==> src/rtl/phase_reconstruct.sv <==
// Back end of the atan2 datapath: re-pairs buffered octant flags with arctangent
// results in arrival order and unfolds them to a full-circle binary angle.
module phase_reconstruct #(
  parameter int FIFO_DEPTH = 8,
  parameter int ATAN_W     = 8
) (
  input  logic              clk,
  input  logic              rst,
  input  logic              flag_val_i,
  input  logic [2:0]        case_flag_i,
  output logic              flag_ready_o,
  input  logic              atan_val_i,
  input  logic [ATAN_W-1:0] atan_i,
  output logic [ATAN_W+2:0] phase_o,
  output logic              val_o,
  output logic [1:0]        err_o
);

  localparam int PTR_W = (FIFO_DEPTH > 1) ? $clog2(FIFO_DEPTH) : 1;
  localparam int CNT_W = PTR_W + 1;
  localparam int PH_W  = ATAN_W + 3;

  localparam logic [CNT_W-1:0] FULL_CNT = CNT_W'(FIFO_DEPTH);
  localparam logic [PH_W-1:0]  UNIT     = PH_W'(1) << ATAN_W;

  logic [2:0]        r_mem [FIFO_DEPTH];
  logic [PTR_W-1:0]  r_wr_ptr;
  logic [PTR_W-1:0]  r_rd_ptr;
  logic [CNT_W-1:0]  r_count;

  logic              r_s1_val;
  logic [2:0]        r_s1_flag;
  logic [ATAN_W-1:0] r_s1_atan;

  logic              w_empty;
  logic              w_push;
  logic              w_pop;
  logic              w_overflow;
  logic              w_underflow;
  logic [PH_W-1:0]   w_base;
  logic [PH_W-1:0]   w_a_ext;
  logic [PH_W-1:0]   w_phase;

  // Ready comes from the registered count only, so a pop never frees a slot
  // for a push in the same cycle.
  assign flag_ready_o = (r_count != FULL_CNT);
  assign w_empty      = (r_count == '0);

  assign w_push      = !rst && flag_val_i && flag_ready_o;
  assign w_pop       = !rst && atan_val_i && !w_empty;
  assign w_overflow  = flag_val_i && !flag_ready_o;
  assign w_underflow = atan_val_i && w_empty;

  // NOTE: storage array has no reset; pointers and count define what is valid,
  // so clearing the entries would only add reset fan-out.
  always_ff @(posedge clk) begin
    if (w_push) begin
      r_mem[r_wr_ptr] <= case_flag_i;
    end
  end

  // NOTE: all sequential state uses non-blocking assignments so every register
  // samples pre-edge values regardless of statement order.
  always_ff @(posedge clk) begin
    if (rst) begin
      r_wr_ptr <= '0;
      r_rd_ptr <= '0;
      r_count  <= '0;
    end else begin
      if (w_push) begin
        r_wr_ptr <= r_wr_ptr + PTR_W'(1);
      end
      if (w_pop) begin
        r_rd_ptr <= r_rd_ptr + PTR_W'(1);
      end
      case ({w_push, w_pop})
        2'b10:   r_count <= r_count + CNT_W'(1);
        2'b01:   r_count <= r_count - CNT_W'(1);
        default: r_count <= r_count;
      endcase
    end
  end

  // Stage 1: popped flag paired with its arctangent sample.
  always_ff @(posedge clk) begin
    if (rst) begin
      r_s1_val  <= 1'b0;
      r_s1_flag <= '0;
      r_s1_atan <= '0;
    end else begin
      r_s1_val <= w_pop;
      if (w_pop) begin
        r_s1_flag <= r_mem[r_rd_ptr];
        r_s1_atan <= atan_i;
      end
    end
  end

  // Odd octants run backwards from the next octant boundary; the modulo-2^PH_W
  // adder wraps k=7, a=0 to zero.
  assign w_base  = {r_s1_flag, {ATAN_W{1'b0}}};
  assign w_a_ext = PH_W'(r_s1_atan);
  assign w_phase = r_s1_flag[0] ? (w_base + UNIT - w_a_ext)
                                : (w_base + w_a_ext);

  // Stage 2: registered result, held between strobes.
  always_ff @(posedge clk) begin
    if (rst) begin
      phase_o <= '0;
      val_o   <= 1'b0;
    end else begin
      val_o <= r_s1_val;
      if (r_s1_val) begin
        phase_o <= w_phase;
      end
    end
  end

  always_ff @(posedge clk) begin
    if (rst) begin
      err_o <= '0;
    end else begin
      err_o <= err_o | {w_overflow, w_underflow};
    end
  end

endmodule

==> config.mk <==
export PLATFORM = sky130hd
export DESIGN_NAME = phase_reconstruct
export DESIGN_NICKNAME = d
export VERILOG_FILES = /design/src/rtl/phase_reconstruct.sv
export SDC_FILE = /design/constraint.sdc
export NUM_CORES = 1
export LEC_CHECK = 0
export BUFFER_PORTS_ARGS = -buffer_cell sky130_fd_sc_hd__buf_2
export CAP_MARGIN = 20
export CORE_MARGIN = 2
export CORE_UTILIZATION = 50
export CTS_BUF_LIST = sky130_fd_sc_hd__clkbuf_4 sky130_fd_sc_hd__clkbuf_8
export CTS_CLUSTER_DIAMETER = 200
export DETAILED_ROUTE_END_ITERATION = 8
export HOLD_SLACK_MARGIN = 0.02
export PLACE_DENSITY = 0.7
export SKIP_CTS_REPAIR_TIMING = 1
export SYNTH_ARGS = -nofsm -noshare
export SYNTH_HDL_FRONTEND = slang
export SYNTH_SLANG_ARGS = --single-unit
==> constraint.sdc <==
create_clock -name clk -period 3 [get_ports clk]
set_input_delay 0.15 -clock clk [delete_from_list [all_inputs] [get_ports clk]]
set_output_delay 0.15 -clock clk [all_outputs]
set_load 0.01 [all_outputs]
==> metrics.txt, run 1 <==
post-placement cell area about 2800 sq um; largest family of logic cells by synthesized area simple AND/OR/NAND/NOR gates; yosys warns 0; initial antenna violation count 0; synthesized area approximately 2600 sq um; cell internal pwr 1560 uW; clk sink count 60; Critical Path Fanout Max 7; Total Wirelength 4500 microns; global route overflow 0; Core ar. 5040 sq um; Vias per Instance 5.17; DP HPWL ~3100 microns; RSZ-0062 raised after global routing no; CP Cell Sequence or4b_4 -> nand3b_4 -> ha_1 -> xor2_1 -> ha_1 -> a21oi_1 -> xor2_1 -> or3_1 -> a21oi_1; r2r worst-path depth 9; dominant cells by area after synthesis dfxtp_1 (28%), edfxtp_1 (28%), mux4_2 (5.2%); worst-case clock buffer depth 2; largest net degree at the start of global routing 21; DR pass1 iterations 4; # H-tree levels 3; Most used DFF post-synth dfxtp_1; antenna-violating nets left 0; Gate Count Post-Synth 236; Layout Nets 285; combinational share of power 12.3%; crit-path leading delay family simple AND/OR/NAND/NOR gates; number of global-route vias before repair 1661; multiplexer area fraction after synthesis 7.16%; share of cells above drive strength 1 22.0%; full die area 5770 sq um; FFs w/ async S/R, synth 0%; DRT iter0 DRCs 90; global-route usage over all layers 17.9%; row count 26; final setup fails 0; clk_lat worst skew 0.33 ns; total net switching power around 500 uW; number of synthesized flops with an enable pin 24; maximum vdd ir drop 0.000330 V; max incr delay on CP around 0.62 ns; routability cong. roughly 0.84; critical path required time around 3.3 ns; final instance area approximately 3000 sq um; clock transition at the registers of the reported paths ~0.070 ns; worst slew pin tran 0.712 ns; Post-Synth Simple-Gate Area 16.6%; Synth Area in XOR/XNOR 4.06%; FF+latch count, synth 60; Sequential Power Share 46.0%; Max Slew Vio Count 0; Clock power frac about two fifths; Post-Route Setup TNS 0 ns; relative slew slack 51.9%; buffers plus inverters on the worst setup path 0; Num CTS Buffers 9; min Tclk post-route 2.47 ns; port bufs 29; adder-cell share of the synthesized area roughly 3.4%; Syn Nets about 260; Max Cap Viol 0; static leakage 0.00109 uW; chip width between 70 and 80 microns; Hold Fails Final Rpt 0; DR vias 1749; Max Clk Rate approximately 400 MHz; Distinct cells, synth 38; outcome finished, final reports clean; Synth Area in Compound Gates 9.14%; Switching Share between 20% and 30%; count of cells along the worst hold path 3; Stages on worst setup path 9; Initial Util approximately 50%; Worst setup EP type flip-flop; post-synth top area share between 20% and 30%; Area Overhead vs Synth 15.9%; WL/cell 13.3 microns; Critical Path AT 2.73 ns; DRC 0; Syn Area/Cell approximately 11 sq um; Setup crit start kind flip-flop; CTS tree yes; first-pass GRT wire length between 8000 and 9000 microns; Ant. Diodes 0; HP Class in -> reg; area leader, netlist dfxtp_1; critical path's slowest cell or4b_4; most common cell after layout, fill and taps aside dfxtp_1; worst clock skew 0.00748 ns; PD cells 690 nW/um^2; clk root buf clkbuf_8; most frequent cells in the layout dfxtp_1 (36), nor2_1 (29), buf_2 (29), nand2_1 (27), edfxtp_1 (24); Setup CP Type reg -> reg; height of the die 75.9 microns; post-synthesis sequential area ratio 55.7%; Tcrit/Tclk final 82.4%; I/O Pins 30
through the flow:
step           worst slack [ns]  instances  util, %  hold slack [ns]  total power, uW
2_1_floorplan             0.633        236        -            0.249             1160
3_3_place_gp              0.635        322     54.7            0.391             1220
3_5_place_dp              0.562        322     54.7            0.399             1230
4_1_cts                   0.536        338     59.5           0.0358             2090
5_1_grt                   0.376        338     59.5           0.0539             2180
6_report                  0.529        338     59.5           0.0558             2070
area by class of cell:
cell class / count / area (sq um)
Tap cell: 70 / 87.6
Clock inverter: 7 / 115
Clock buffer: 9 / 124
Timing Repair Buffer: 31 / 160
Multi-Input combinational cell: 154 / 1040
Fill cell: 429 / 2040
Sequential cell: 60 / 1440
Inverter: 7 / 26.3
power by group through the flow:
stage / combinational [uW] / clock (uW) / sequential (uW)
2_1_floorplan: 213 / 0 / 948
3_3_place_gp: 253 / 0 / 969
3_5_place_dp: 256 / 0 / 971
4_1_cts: 258 / 883 / 953
5_1_grt: 293 / 920 / 962
6_report: 255 / 861 / 952
kinds of logic after synthesis:
| group | count (synthesis) |
|---|---|
| buf+inv | 22 |
| simple gates | 86 |
| compound gates | 38 |
| fa+ha+maj | 7 |
| xor+xnor | 12 |
| flops | 60 |
| mux | 11 |
synthesized netlist by cell type (all sizes together), types with 2 or more instances:
| library cell | number |
|---|---|
| a211oi | 7 |
| a21oi | 17 |
| a31o | 2 |
| buf | 8 |
| clkbuf | 7 |
| dfxtp | 36 |
| edfxtp | 24 |
| ha | 7 |
| inv | 7 |
| mux2i | 5 |
| mux4 | 6 |
| nand2 | 28 |
| nand2b | 3 |
| nand3 | 3 |
| nand4 | 2 |
| nand4b | 2 |
| nor2 | 29 |
| nor3 | 6 |
| nor3b | 2 |
| nor4b | 3 |
| o21ai | 6 |
| o22ai | 3 |
| or3 | 2 |
| xnor2 | 3 |
| xor2 | 9 |
routing by layer:
| layer | wire [microns] | global-route usage [%] |
|---|---|---|
| met2 | 2160 | 27.5 |
| met4 | 72 | 8.18 |
| met5 | 0 | 0 |
| met1 | 2090 | 22.9 |
| met3 | 173 | 6.31 |
registers in the layout (all words and copies together) (netlist names):
| signal | flops |
|---|---|
| r_mem | 24 |
| phase_o | 11 |
| r_s1_atan | 8 |
| r_count | 4 |
| r_rd_ptr | 3 |
| r_s1_flag | 3 |
| r_wr_ptr | 3 |
| err_o | 2 |
| r_s1_val | 1 |
| val_o | 1 |
final timing paths:
check                            startpoint           end  slack, ns
worst max-delay path             r_count[0]    r_count[2]       0.53
worst min-delay path              atan_i[2]  r_s1_atan[2]       0.06
worst max register to register   r_count[0]    r_count[2]       0.53
worst min register to register  phase_o[10]   phase_o[10]       0.45
worst min-delay path, delay by kind of cell:
kind | cells | cell delay [ns]
AO/OA/AOI/OAI | 1 | 0.05
AND/OR/NAND/NOR | 1 | 0.04
buffers and inverters | 1 | 0.10
Power figures use the tool's default switching activity.
==> run 2: changes to the inputs <==
==> constraint.sdc (replaced) <==
create_clock -name clk -period 2.56 [get_ports clk]
set_input_delay 0.128 -clock clk [delete_from_list [all_inputs] [get_ports clk]]
set_output_delay 0.128 -clock clk [all_outputs]
set_load 0.01 [all_outputs]
==> run 2 against run 1 <==
Register-to-register slack worse by 0.35 ns. Hold slack got worse by 0.024 ns. Worst setup slack lost 0.35 ns. Highest routed layer unchanged. Total power rose by 7.9%. Routed wire length increased by 0.53%. Maximum frequency is 3.8% higher. Cell count up 0.30%. Die area unchanged. Sequential power is 18% higher. Non-clock buffer count up 1. Clock-buffer cell count grew 1.
==> metrics.txt, run 2 (synthesis results as in run 1) <==
DR pass1 iterations 4; HP Class in -> reg; Layout Nets 286; Max Clk Rate around 420 MHz; Total Wirelength 4520 microns; height of the die 75.9 microns; Max Slew Vio Count 0; RSZ-0062 raised after global routing no; Tcrit/Tclk final between 90% and 100%; port bufs 29; reg-to-reg slack, setup 0.18 ns; global route overflow 0; clk sink count 60; Fill cells 426; Setup crit start kind flip-flop; Largest regs r_mem (24), phase_o (11), r_s1_atan (8); Num CTS Buffers 9; Max Cap Viol 0; Hold Fails Final Rpt 0; CTS tree yes; outcome finished, final reports clean; Vias per Instance 5.21; DRT iter0 DRCs 64; Ant. Diodes 0; worst slew pin tran 0.626 ns; full die area roughly 5800 sq um; share of cells above drive strength 1 22.7%; Most flops, register r_mem; multi-input logic area 1060 sq um; clk root buf clkbuf_8; Initial Util 51.3%; Core ar. between 5000 and 6000 sq um; Worst setup EP type flip-flop; worst-case clock buffer depth 2; antenna-violating nets left 0; first-pass GRT wire length 7680 microns; Layout Utilization 58.9%; DRC 0; relative slew slack 58.3%; clock transition at the registers of the reported paths 0.07 ns; I/O Pins 30; critical path required time 2.82 ns; min Tclk post-route 2.38 ns; most frequent cells in the layout dfxtp_1 (35), nor2_1 (29), buf_2 (29), nand2_1 (27), edfxtp_1 (24); Critical Path Fanout Max 7; DP HPWL 3080 microns; Largest register FFs 24; maximum vdd ir drop 0.000492 V; Critical Path AT 2.64 ns; DR vias 1766; WL/cell roughly 13 microns; clk_lat worst skew 0.33 ns; final setup fails 0; largest net degree at the start of global routing 29; Area Overhead vs Synth 14.7%; Setup CP Type reg -> reg; Storage cell area 1440 sq um; Min Hold Slack 0.0314 ns; # H-tree levels 3; number of global-route vias before repair roughly 1600; routability cong. 0.801; chip width 75.9 microns; initial antenna violation count 0; global-route usage over all layers between 10% and 20%; Post-Route Setup TNS 0 ns; row count 26; static leakage 0.00108 uW; worst clock skew 0.00507 ns; most common cell after layout, fill and taps aside dfxtp_1; PD cells roughly 750 nW/um^2
run 2: cell count changes in the layout (fill, tap and decap cells not counted), sizes merged:
cell	before	now
clkinvlp	1	0
clkinv	3	5
buf	31	32
clkbuf	9	10
bufinv	3	1
run 2: per-layer routing:
| metal | vias to the layer above | global-route usage [%] | part of all wire [%] |
|---|---|---|---|
| met5 | - | 0 | 0 |
| met4 | 0 | 8.73 | 1.3 |
| met3 | 4 | 5.48 | 4.7 |
| met2 | 41 | 26.1 | 48 |
| met1 | 823 | 21.9 | 46 |
| li1 | 898 | - | - |
run 2: per-stage QoR:
step	cells	setup slack [ns]	area [sq um]	power (uW)
2_1_floorplan	236	0.193	2590	1360
3_3_place_gp	323	0.198	2770	1430
3_5_place_dp	323	0.122	2770	1440
4_1_cts	339	0.0795	2950	2250
5_1_grt	339	0.00115	2970	2340
6_report	339	0.180	2970	2230
run 2: power breakdown:
| part | leakage (uW) | switching [uW] | internal (uW) |
|---|---|---|---|
| sequential | 0.000510 | 69.4 | 1050 |
| combinational | 0.000470 | 157 | 145 |
| clock | 0.0000985 | 360 | 452 |
run 2: area by class of cell:
type	count	share of cell area, %
clock inverters	6	1.90
multi-input cells	154	35.6
flip-flops and latches	60	48.6
inverters	7	0.885
clock buffers	10	4.43
well taps	70	2.95
repair buffers	32	5.65
run 2: path summary, 6_finish.rpt:
| path | start | endpoint | cells after the start |
|---|---|---|---|
| worst max-delay path | r_count[0] | r_count[2] | 9 |
| worst min-delay path | atan_i[4] | r_s1_atan[4] | 3 |
| worst min register to register | phase_o[10] | phase_o[10] | 2 |
| worst max register to register | r_count[0] | r_count[2] | 9 |
run 2: critical path: stages (launching register included):
cell and delay [ns]:
dfxtp_1 0.38, or4b_4 0.62, nand3b_4 0.16, ha_4 0.18, xor2_1 0.16, ha_1 0.16
a21oi_1 0.05, xor2_1 0.16, or3_1 0.31, a21oi_1 0.14
==> run 3: changes to the inputs <==
--- a/config.mk
+++ b/config.mk
@@ -13,7 +13,7 @@
 export CTS_CLUSTER_DIAMETER = 200
 export DETAILED_ROUTE_END_ITERATION = 8
 export HOLD_SLACK_MARGIN = 0.02
-export PLACE_DENSITY = 0.7
+export PLACE_DENSITY = 0.77
 export SKIP_CTS_REPAIR_TIMING = 1
 export SYNTH_ARGS = -nofsm -noshare
 export SYNTH_HDL_FRONTEND = slang
==> constraint.sdc (replaced) <==
create_clock -name clk -period 2.56 [get_ports clk]
set_input_delay 0.384 -clock clk [delete_from_list [all_inputs] [get_ports clk]]
set_output_delay 0.384 -clock clk [all_outputs]
set_load 0.01 [all_outputs]
==> run 3 against run 2 <==
Routed wire length shrank 2.6%. Critical path type unchanged. Largest cell class unchanged. Register-to-register slack lost 0.04 ns. Cell area shrank 1.3%. Non-clock buffer count shrank 1.
==> metrics.txt, run 3 (synthesis results as in run 1) <==
final instance area about 2900 sq um; worst-case clock buffer depth 2; Total Wirelength 4410 microns; crit path capture r_count[2]; full die area 5770 sq um; DRT iter0 DRCs 86; WL/cell 13.0 microns; DP HPWL around 3100 microns; worst clock skew 0.00785 ns; Hold Fails Final Rpt 0; clock transition at the registers of the reported paths 0.06 ns; r2r worst-path depth 9; global route overflow 0; Ant. Diodes 0; r2r endpoint r_count[2]; most frequent cells in the layout dfxtp_1 (36), nor2_1 (29), buf_2 (29), nand2_1 (27), edfxtp_1 (24); critical path required time 2.82 ns; height of the die 75.9 microns; number of global-route vias before repair 1594; CTS tree yes; first-pass GRT wire length 7330 microns; global-route usage over all layers roughly 16%; worst slew pin tran 0.845 ns; CP Launch Point r_count[1]; maximum vdd ir drop 0.000354 V; Most flops, register r_mem; Tcrit/Tclk final 94.4%; row count 26; Clock power frac approximately a third; Max Cap Viol 0; antenna-violating nets left 0; post-placement cell area 2760 sq um; clk sink count 60; Max Slew Vio Count 0; RSZ-0062 raised after global routing no; clk root buf clkbuf_8; Layout Nets 285; Largest regs r_mem (24), phase_o (11), r_s1_atan (8); PD cells 729 nW/um^2; routability cong. 0.776; # H-tree levels 3; most common cell after layout, fill and taps aside dfxtp_1; Core ar. 5040 sq um; outcome finished, final reports clean; Critical Path Fanout Max 9; Post-Route Setup TNS 0 ns; total net switching power between 500 and 600 uW; DR pass1 iterations 4; initial antenna violation count 0; min-delay src atan_i[2]; I/O Pins 30; final setup fails 0; reg-to-reg slack, setup 0.14 ns; combinational share of power 14.0%; Fill cells about 430; share of cells above drive strength 1 22.8%; cell internal pwr 1580 uW; clk_lat worst skew 0.32 ns; min Tclk post-route 2.42 ns; Num CTS Buffers 9; Initial Util 51.3%; Switching Share roughly 26%; HP Class in -> reg; static leakage 0.00107 uW; relative slew slack 42.9%; Area Overhead vs Synth 13.2%; Critical Path AT 2.68 ns; Sequential Power Share 52.3%; Setup crit start kind flip-flop; Max Clk Rate 414 MHz; DRC 0; port bufs 29; DR vias 1754; Worst setup EP type flip-flop; chip width 75.9 microns; Vias per Instance 5.19; Largest register FFs 24; Setup CP Type reg -> reg; Worst R2R Start r_count[1]; largest net degree at the start of global routing 28
[run 3: final cells by class]
type / instances / area (sq um) / share of cell area, %
Clock buffer: 13 / 154 / 5.25
Tap cell: 70 / 87.6 / 2.99
Inverter: 7 / 26.3 / 0.897
Sequential cell: 60 / 1440 / 49.2
Multi-Input combinational cell: 154 / 1050 / 35.7
Timing Repair Buffer: 31 / 160 / 5.47
Clock inverter: 3 / 15.0 / 0.512
[run 3: worst max-delay path, stage by stage, from the launching register on]
cell and delay (ns):
dfxtp_1 0.39, or4b_4 0.61, nand3b_4 0.14, ha_2 0.24, xor2_1 0.16, ha_1 0.16, a21oi_1 0.05, xor2_1 0.16
or3_1 0.30, a21oi_1 0.13
[run 3: power by group through the flow]
stage	clock network [uW]	registers, uW	logic, uW
finish	721	1120	299
global route	785	1130	335
CTS	742	1120	301
detailed placement	0	1140	300
global placement	0	1130	294
floorplan	0	1110	250
[run 3: how the worst min path moves through the flow]
stage / endpoint / cells after the start / slack (ns)
floorplan: r_s1_atan[1] / 2 / 0.45
global placement: phase_o[6] / 2 / 0.44
detailed placement: phase_o[10] / 2 / 0.44
CTS: r_s1_atan[1] / 3 / 0.27
global route: r_s1_atan[7] / 3 / 0.29
finish: r_s1_atan[2] / 3 / 0.30
[run 3: per-stage QoR]
stage	std cells	setup WS [ns]	util, %	hold WS, ns	total power, uW
2_1_floorplan	236	0.193	-	0.449	1360
3_3_place_gp	322	0.204	54.7	0.437	1430
3_5_place_dp	322	0.128	54.7	0.441	1440
4_1_cts	338	0.0994	58.1	0.275	2160
5_1_grt	338	0.000596	58.1	0.295	2250
6_report	338	0.142	58.1	0.296	2140
[run 3: routing by layer]
metal / up-vias / wire length [microns] / GRT usage (%)
met5: - / 0 / 0
met2: 30 / 2140 / 25.9
met3: 7 / 158 / 5.83
met4: 0 / 78 / 8.00
li1: 898 / - / -
met1: 819 / 2030 / 19.9
